[config.mk]
export PLATFORM = sky130hd
export DESIGN_NAME = instruction_loader
export DESIGN_NICKNAME = d
export VERILOG_FILES = /design/src/rtl/instruction_loader.sv
export SDC_FILE = /design/constraint.sdc
export NUM_CORES = 1
export LEC_CHECK = 0
export CORE_MARGIN = 3
export CORE_UTILIZATION = 45
export DETAILED_ROUTE_END_ITERATION = 6
export DONT_BUFFER_PORTS = 1
export GPL_ROUTABILITY_DRIVEN = 0
export GPL_TIMING_DRIVEN = 0
export PLACE_DENSITY = 0.63
export SETUP_SLACK_MARGIN = 0.5
export SLEW_MARGIN = 15
export SYNTH_ARGS = -nofsm -noshare
export SYNTH_HDL_FRONTEND = slang
export SYNTH_SLANG_ARGS = --single-unit
[constraint.sdc]
create_clock -name clk -period 2.8 [get_ports clk]
set_input_delay 0.28 -clock clk [delete_from_list [all_inputs] [get_ports clk]]
set_output_delay 0.28 -clock clk [all_outputs]
set_load 0.02 [all_outputs]
[src/rtl/instruction_loader.sv]
// Boot-stream loader: assembles little-endian bytes into 32-bit words, takes the
// first word as a word count N, then writes N instruction words to memory.
module instruction_loader #(
  parameter int ADDRESS_BITWIDTH = 12
) (
  input  logic                        clk,
  input  logic                        reset,
  input  logic [7:0]                  in_data,
  input  logic                        in_valid,
  output logic                        in_ready,
  input  logic                        reload,
  output logic                        rom_wren,
  output logic [ADDRESS_BITWIDTH-1:0] rom_address,
  output logic [31:0]                 rom_write_data,
  output logic                        cpu_reset_n,
  output logic                        done,
  output logic                        error
);

  typedef enum logic [1:0] {LEN, LOAD, DONE, ERROR} state_t;

  localparam logic [32:0] DEPTH = 33'd1 << ADDRESS_BITWIDTH;

  state_t                      state;
  logic [1:0]                  byte_cnt;
  logic [23:0]                 partial;
  logic [ADDRESS_BITWIDTH-1:0] word_idx;
  logic [ADDRESS_BITWIDTH-1:0] last_idx;

  logic        accept;
  logic [31:0] word;

  always_comb begin
    accept = in_valid && in_ready;
    word   = {in_data, partial};
  end

  always_ff @(posedge clk or posedge reset) begin
    if (reset) begin
      state          <= LEN;
      byte_cnt       <= '0;
      partial        <= '0;
      word_idx       <= '0;
      last_idx       <= '0;
      in_ready       <= 1'b1;
      rom_wren       <= 1'b0;
      rom_address    <= '0;
      rom_write_data <= '0;
      cpu_reset_n    <= 1'b0;
      done           <= 1'b0;
      error          <= 1'b0;
    end else begin
      rom_wren <= 1'b0;
      case (state)
        LEN, LOAD: begin
          if (accept) begin
            byte_cnt <= byte_cnt + 2'd1;
            case (byte_cnt)
              2'd0:    partial[7:0]   <= in_data;
              2'd1:    partial[15:8]  <= in_data;
              2'd2:    partial[23:16] <= in_data;
              default: ;
            endcase
            if (byte_cnt == 2'd3) begin
              if (state == LEN) begin
                if (word == '0 || {1'b0, word} > DEPTH) begin
                  state    <= ERROR;
                  error    <= 1'b1;
                  in_ready <= 1'b0;
                end else begin
                  // N is kept as N-1 so a full-depth load still fits the index width
                  state    <= LOAD;
                  last_idx <= ADDRESS_BITWIDTH'(word - 32'd1);
                  word_idx <= '0;
                end
              end else begin
                rom_wren       <= 1'b1;
                rom_address    <= word_idx;
                rom_write_data <= word;
                if (word_idx == last_idx) begin
                  state    <= DONE;
                  in_ready <= 1'b0;
                end else begin
                  word_idx <= word_idx + ADDRESS_BITWIDTH'(1);
                end
              end
            end
          end
        end
        DONE: begin
          if (reload) begin
            state       <= LEN;
            in_ready    <= 1'b1;
            done        <= 1'b0;
            cpu_reset_n <= 1'b0;
            byte_cnt    <= '0;
            word_idx    <= '0;
          end else begin
            // Released one cycle after entering DONE, i.e. after the final write
            done        <= 1'b1;
            cpu_reset_n <= 1'b1;
          end
        end
        ERROR: begin
          if (reload) begin
            state    <= LEN;
            in_ready <= 1'b1;
            error    <= 1'b0;
            byte_cnt <= '0;
            word_idx <= '0;
          end
        end
        default: state <= LEN;
      endcase
    end
  end

endmodule

==> results_tabular.tex <==
\begin{tabular}{lr}
\hline
Metric & Value \\
\hline
\multicolumn{2}{l}{\textbf{Status}} \\
\quad Status & complete, no violations \\
\multicolumn{2}{l}{\textbf{Flow run}} \\
\quad Max-cap violations & 0 \\
\multicolumn{2}{l}{\textbf{Route}} \\
\quad Remaining routing DRC violations & 0 \\
\quad DR pass1 iterations & 4 \\
\quad Initial detailed-routing violation count & 93 \\
\quad Via/cell ratio & 5.34 \\
\quad Antenna violation net count after detailed routing & 0 \\
\quad Via Count & 2838 \\
\quad WL per Instance & 17.8 um \\
\quad Final WL & 9460 um \\
\multicolumn{2}{l}{\textbf{Cells and area}} \\
\quad Area added between synthesis and finish & 17.2\% \\
\quad Multi-input gate area in the final layout & 1890 um2 \\
\quad Sequential cell area in the final layout & 2510 um2 \\
\quad Most frequent standard cell in the layout excluding fill and tap cells & sky130\_fd\_sc\_hd\_\_dfrtp\_1 \\
\quad Fill cell total of the finished layout & 848 \\
\quad End-of-flow core utilization & 55.2\% \\
\quad Diodes inserted & 0 \\
\quad Fraction of layout instances using a drive strength above 1 & 36.1\% \\
\quad Post-route non-filler standard cell count & 531 \\
\quad Leading cell types in the layout, fill and taps excluded & sky130\_fd\_sc\_hd\_\_dfrtp\_1 (94), sky130\_fd\_sc\_hd\_\_mux2\_2 (64), sky130\_fd\_sc\_hd\_\_nand2\_1 (33), sky130\_fd\_sc\_hd\_\_buf\_4 (18), sky130\_fd\_sc\_hd\_\_xnor2\_1 (18) \\
\quad Total Nets Final & 416 \\
\multicolumn{2}{l}{\textbf{Critical path}} \\
\quad Crit path buf inv count & 1 \\
\quad Cell-by-cell trace of the critical path & nor4\_2 -> nand4\_1 -> or4\_4 -> a211o\_1 -> buf\_6 -> or4\_1 -> a21oi\_1 \\
\quad Kind of critical path & flop to flop \\
\quad Critical register-to-register path startpoint & partial[20] \\
\quad Slowest library cell on the worst path & sky130\_fd\_sc\_hd\_\_or4\_1 \\
\quad Kind of start point of the critical path & flop \\
\quad R2r setup slk & 0.29 ns \\
\quad Maximum fanout along the worst path & 9 \\
\quad Endpoint of the lowest-slack register-to-register path & word\_idx[7] \\
\quad CP arrival & 2.80 ns \\
\quad Endpoint class of the critical path & flop \\
\quad Required arrival time at the worst endpoint & 3.09 ns \\
\quad Cell depth of the worst flop-to-flop path & 7 \\
\quad Peak per-stage delay on the critical path & 0.50 ns \\
\quad CP delay by family, top & simple AND/OR/NAND/NOR gates \\
\multicolumn{2}{l}{\textbf{Die}} \\
\quad Site Rows & 35 \\
\quad Top Ports & 61 \\
\quad Starting utilization of the core area & 47.1\% \\
\quad Core Box Area & 9370 um2 \\
\quad DIE HEIGHT & 105 um \\
\quad Die ar. & 11000 um2 \\
\quad Die outline width & 105 um \\
\multicolumn{2}{l}{\textbf{Global route}} \\
\quad Total Routing Usage GR & 18.1\% \\
\quad Vias in the first global route & 3012 \\
\quad Largest net degree at the start of global routing & 38 \\
\quad Total gr overflow & 0 \\
\quad Antenna violations before repair & 0 \\
\quad First-pass GRT wire length & 15800 um \\
\multicolumn{2}{l}{\textbf{Placement}} \\
\quad Port buffer count & 0 \\
\quad Total half-perimeter wirelength after legalization and detailed placement & 6700 um \\
\quad Placed instance count & 497 \\
\multicolumn{2}{l}{\textbf{Yosys}} \\
\quad FF+latch count, synth & 100 \\
\quad Top\_reg\_cell synth & sky130\_fd\_sc\_hd\_\_dfrtp\_1 \\
\quad Synth area leader & sky130\_fd\_sc\_hd\_\_dfrtp\_1 \\
\quad Nets in the synthesized netlist & 384 \\
\quad Total standard cell area after synthesis & 4410 um2 \\
\quad Proportion of synthesized flip-flops having asynchronous set or reset & 100\% \\
\quad Number of warning messages in the yosys log & 0 \\
\quad Post-synthesis cell count & 365 \\
\quad Area fraction of the dominant cell type after synthesis & 56.2\% \\
\quad Sequential cell area fraction in the yosys report & 56.7\% \\
\quad Post-synthesis average cell area & 12.1 um2 \\
\quad EDFF count, synth & 0 \\
\quad Count of unique library cells instantiated by Yosys & 37 \\
\quad Cell types occupying the most area after synthesis & sky130\_fd\_sc\_hd\_\_dfrtp\_1 (56\%), sky130\_fd\_sc\_hd\_\_mux2\_2 (16\%), sky130\_fd\_sc\_hd\_\_xnor2\_1 (3.8\%) \\
\multicolumn{2}{l}{\textbf{Clock tree}} \\
\quad Clock Pin Slew Worst Setup and Hold Paths & 0.10 ns \\
\quad H-tree depth reported by CTS & 3 \\
\quad Clock root buffer master & sky130\_fd\_sc\_hd\_\_clkbuf\_8 \\
\quad TritonCTS clock tree & yes \\
\quad Clock latency at the later pin of the worst-skew pair & 0.36 ns \\
\quad Number of clock sinks seen by CTS & 100 \\
\quad Total clock buffers created by CTS & 9 \\
\quad Number of buffers on the longest clock path & 2 \\
\multicolumn{2}{l}{\textbf{Pwr}} \\
\quad Worst IR drop on VDD & 372 uV \\
\quad Switching share of power & 21.3\% \\
\quad Net switching power & 540 uW \\
\quad Combinational fraction of design power & 1.7\% \\
\quad Internal Dissipation & 1990 uW \\
\quad Power density normalized to cell area & 490 nW/um2 \\
\quad Leakage dissipation & 0.00252 uW \\
\quad Relative contribution of sequential cells to total power & 57.0\% \\
\quad Share of total power in the clock network & 41.3\% \\
\multicolumn{2}{l}{\textbf{STA}} \\
\quad Number of hold-slack violations in the final timing report & 0 \\
\quad Headroom to the max-slew limit & 60.3\% \\
\quad Number of slew-limit violations in the final report & 0 \\
\quad Portion of the clock cycle consumed by the worst path in the final layout & 89.5\% \\
\quad Final period demand of the worst path & 2.51 ns \\
\quad Slew of the pin with the lowest slew margin & 0.596 ns \\
\quad Final setup vio count & 0 \\
\quad Setup repair after global routing missed its margin & true \\
\quad Post-Route Setup TNS & 0 ns \\
\quad Timing-limited maximum frequency & 0.399 GHz \\
\quad Layout Skew & 0.00995 ns \\
\multicolumn{2}{l}{\textbf{Min path}} \\
\quad Worst hold-check path type & input port to flop \\
\quad Start point of the worst hold path & in\_data[2] \\
\quad Cell depth of the worst min-delay path & 1 \\
\quad Endpoint, Worst Hold & partial[18] \\
\hline
\end{tabular}
-- power groups by stage --
stage | clock [uW] | sequential, uW | combinational (uW)
2_1_floorplan | 0 | 1470 | 22.7
3_3_place_gp | 0 | 1470 | 30.8
3_5_place_dp | 0 | 1470 | 43.3
4_1_cts | 1080 | 1440 | 45.4
5_1_grt | 1140 | 1440 | 50.5
6_report | 1050 | 1440 | 43.7
-- repair_timing --
action                                  CTS  global route
endpoints found under the hold margin    11             1
pin swaps                                 5             2
gates cloned                              2             0
gates resized for setup                  40            17
hold buffers                              1             1
endpoints found under the setup margin   68            59
setup buffers                            12             2
-- synth_stat cells (all sizes together) (2+ instances only) --
master and count:
nor2 11, nand4 6, a21oi 7, xnor2 19
a21o 3, and3 2, mux2 64, o31ai 8
buf 10, dfrtp 99, clkbuf 6, nor3b 2
nand2b 6, ha 7, nor4 6, nand3 5
or4 7, xor2 3, or3 6, o21ai 27
nor3 4, nand2 37, inv 9
-- layout make-up --
class	instances	area share, %
Sequential cell	100	48.6
Multi-Input combinational cell	240	36.6
Timing Repair Buffer	21	4.09
Tap cell	129	3.12
Clock buffer	10	2.66
Buffer	16	2.32
Clock inverter	6	1.86
Inverter	9	0.726
-- logic make-up after synthesis --
group,count (synthesis),synth area share (%)
multiplexers,65,16.6
AO/OA/AOI/OAI,50,6.81
adder cells (fa/ha/maj),7,1.99
buffers and inverters,25,2.52
flip-flops,100,56.8
XOR/XNOR,22,4.37
AND/OR/NAND/NOR,96,11.0
-- flip-flops by register name (all words and copies together) (netlist names) --
signal / flops
rom_write_data: 32
partial: 24
last_idx: 12
rom_address: 12
word_idx: 12
byte_cnt: 2
state: 2
done: 1
error: 1
in_ready: 1
rom_wren: 1
-- through the flow --
step	instance area, um2	hold WS, ns	setup WS (ns)	power (uW)
6_report	5170	0.0562	0.295	2530
5_1_grt	5170	0.0279	0.175	2630
4_1_cts	5110	0.000324	0.279	2570
2_1_floorplan	4450	0.388	0.399	1490
3_3_place_gp	4610	0.392	0.0577	1500
3_5_place_dp	4680	0.152	0.0532	1510
-- layer usage --
| metal | GRT usage, % | wire length (um) | part of all wire, % |
|---|---|---|---|
| met4 | 6.09 | 171 | 1.8 |
| met1 | 21.3 | 4010 | 42 |
| met3 | 6.49 | 564 | 6.0 |
| met2 | 30.8 | 4710 | 50 |
| met5 | 0 | 0 | 0 |
-- worst max-delay path by stage --
stage | startpoint | end | slack (ns) | cells after the start
after floorplan | partial[6] | last_idx[11] | 0.40 | 9
after global placement | state[1] | rom_write_data[15] | 0.06 | 7
after detailed placement | state[1] | rom_write_data[13] | 0.05 | 7
after CTS | partial[13] | word_idx[7] | 0.28 | 7
after global routing | partial[13] | word_idx[7] | 0.17 | 7
final | partial[20] | word_idx[7] | 0.29 | 7
Note: power is estimated with default switching activity, not from simulation.
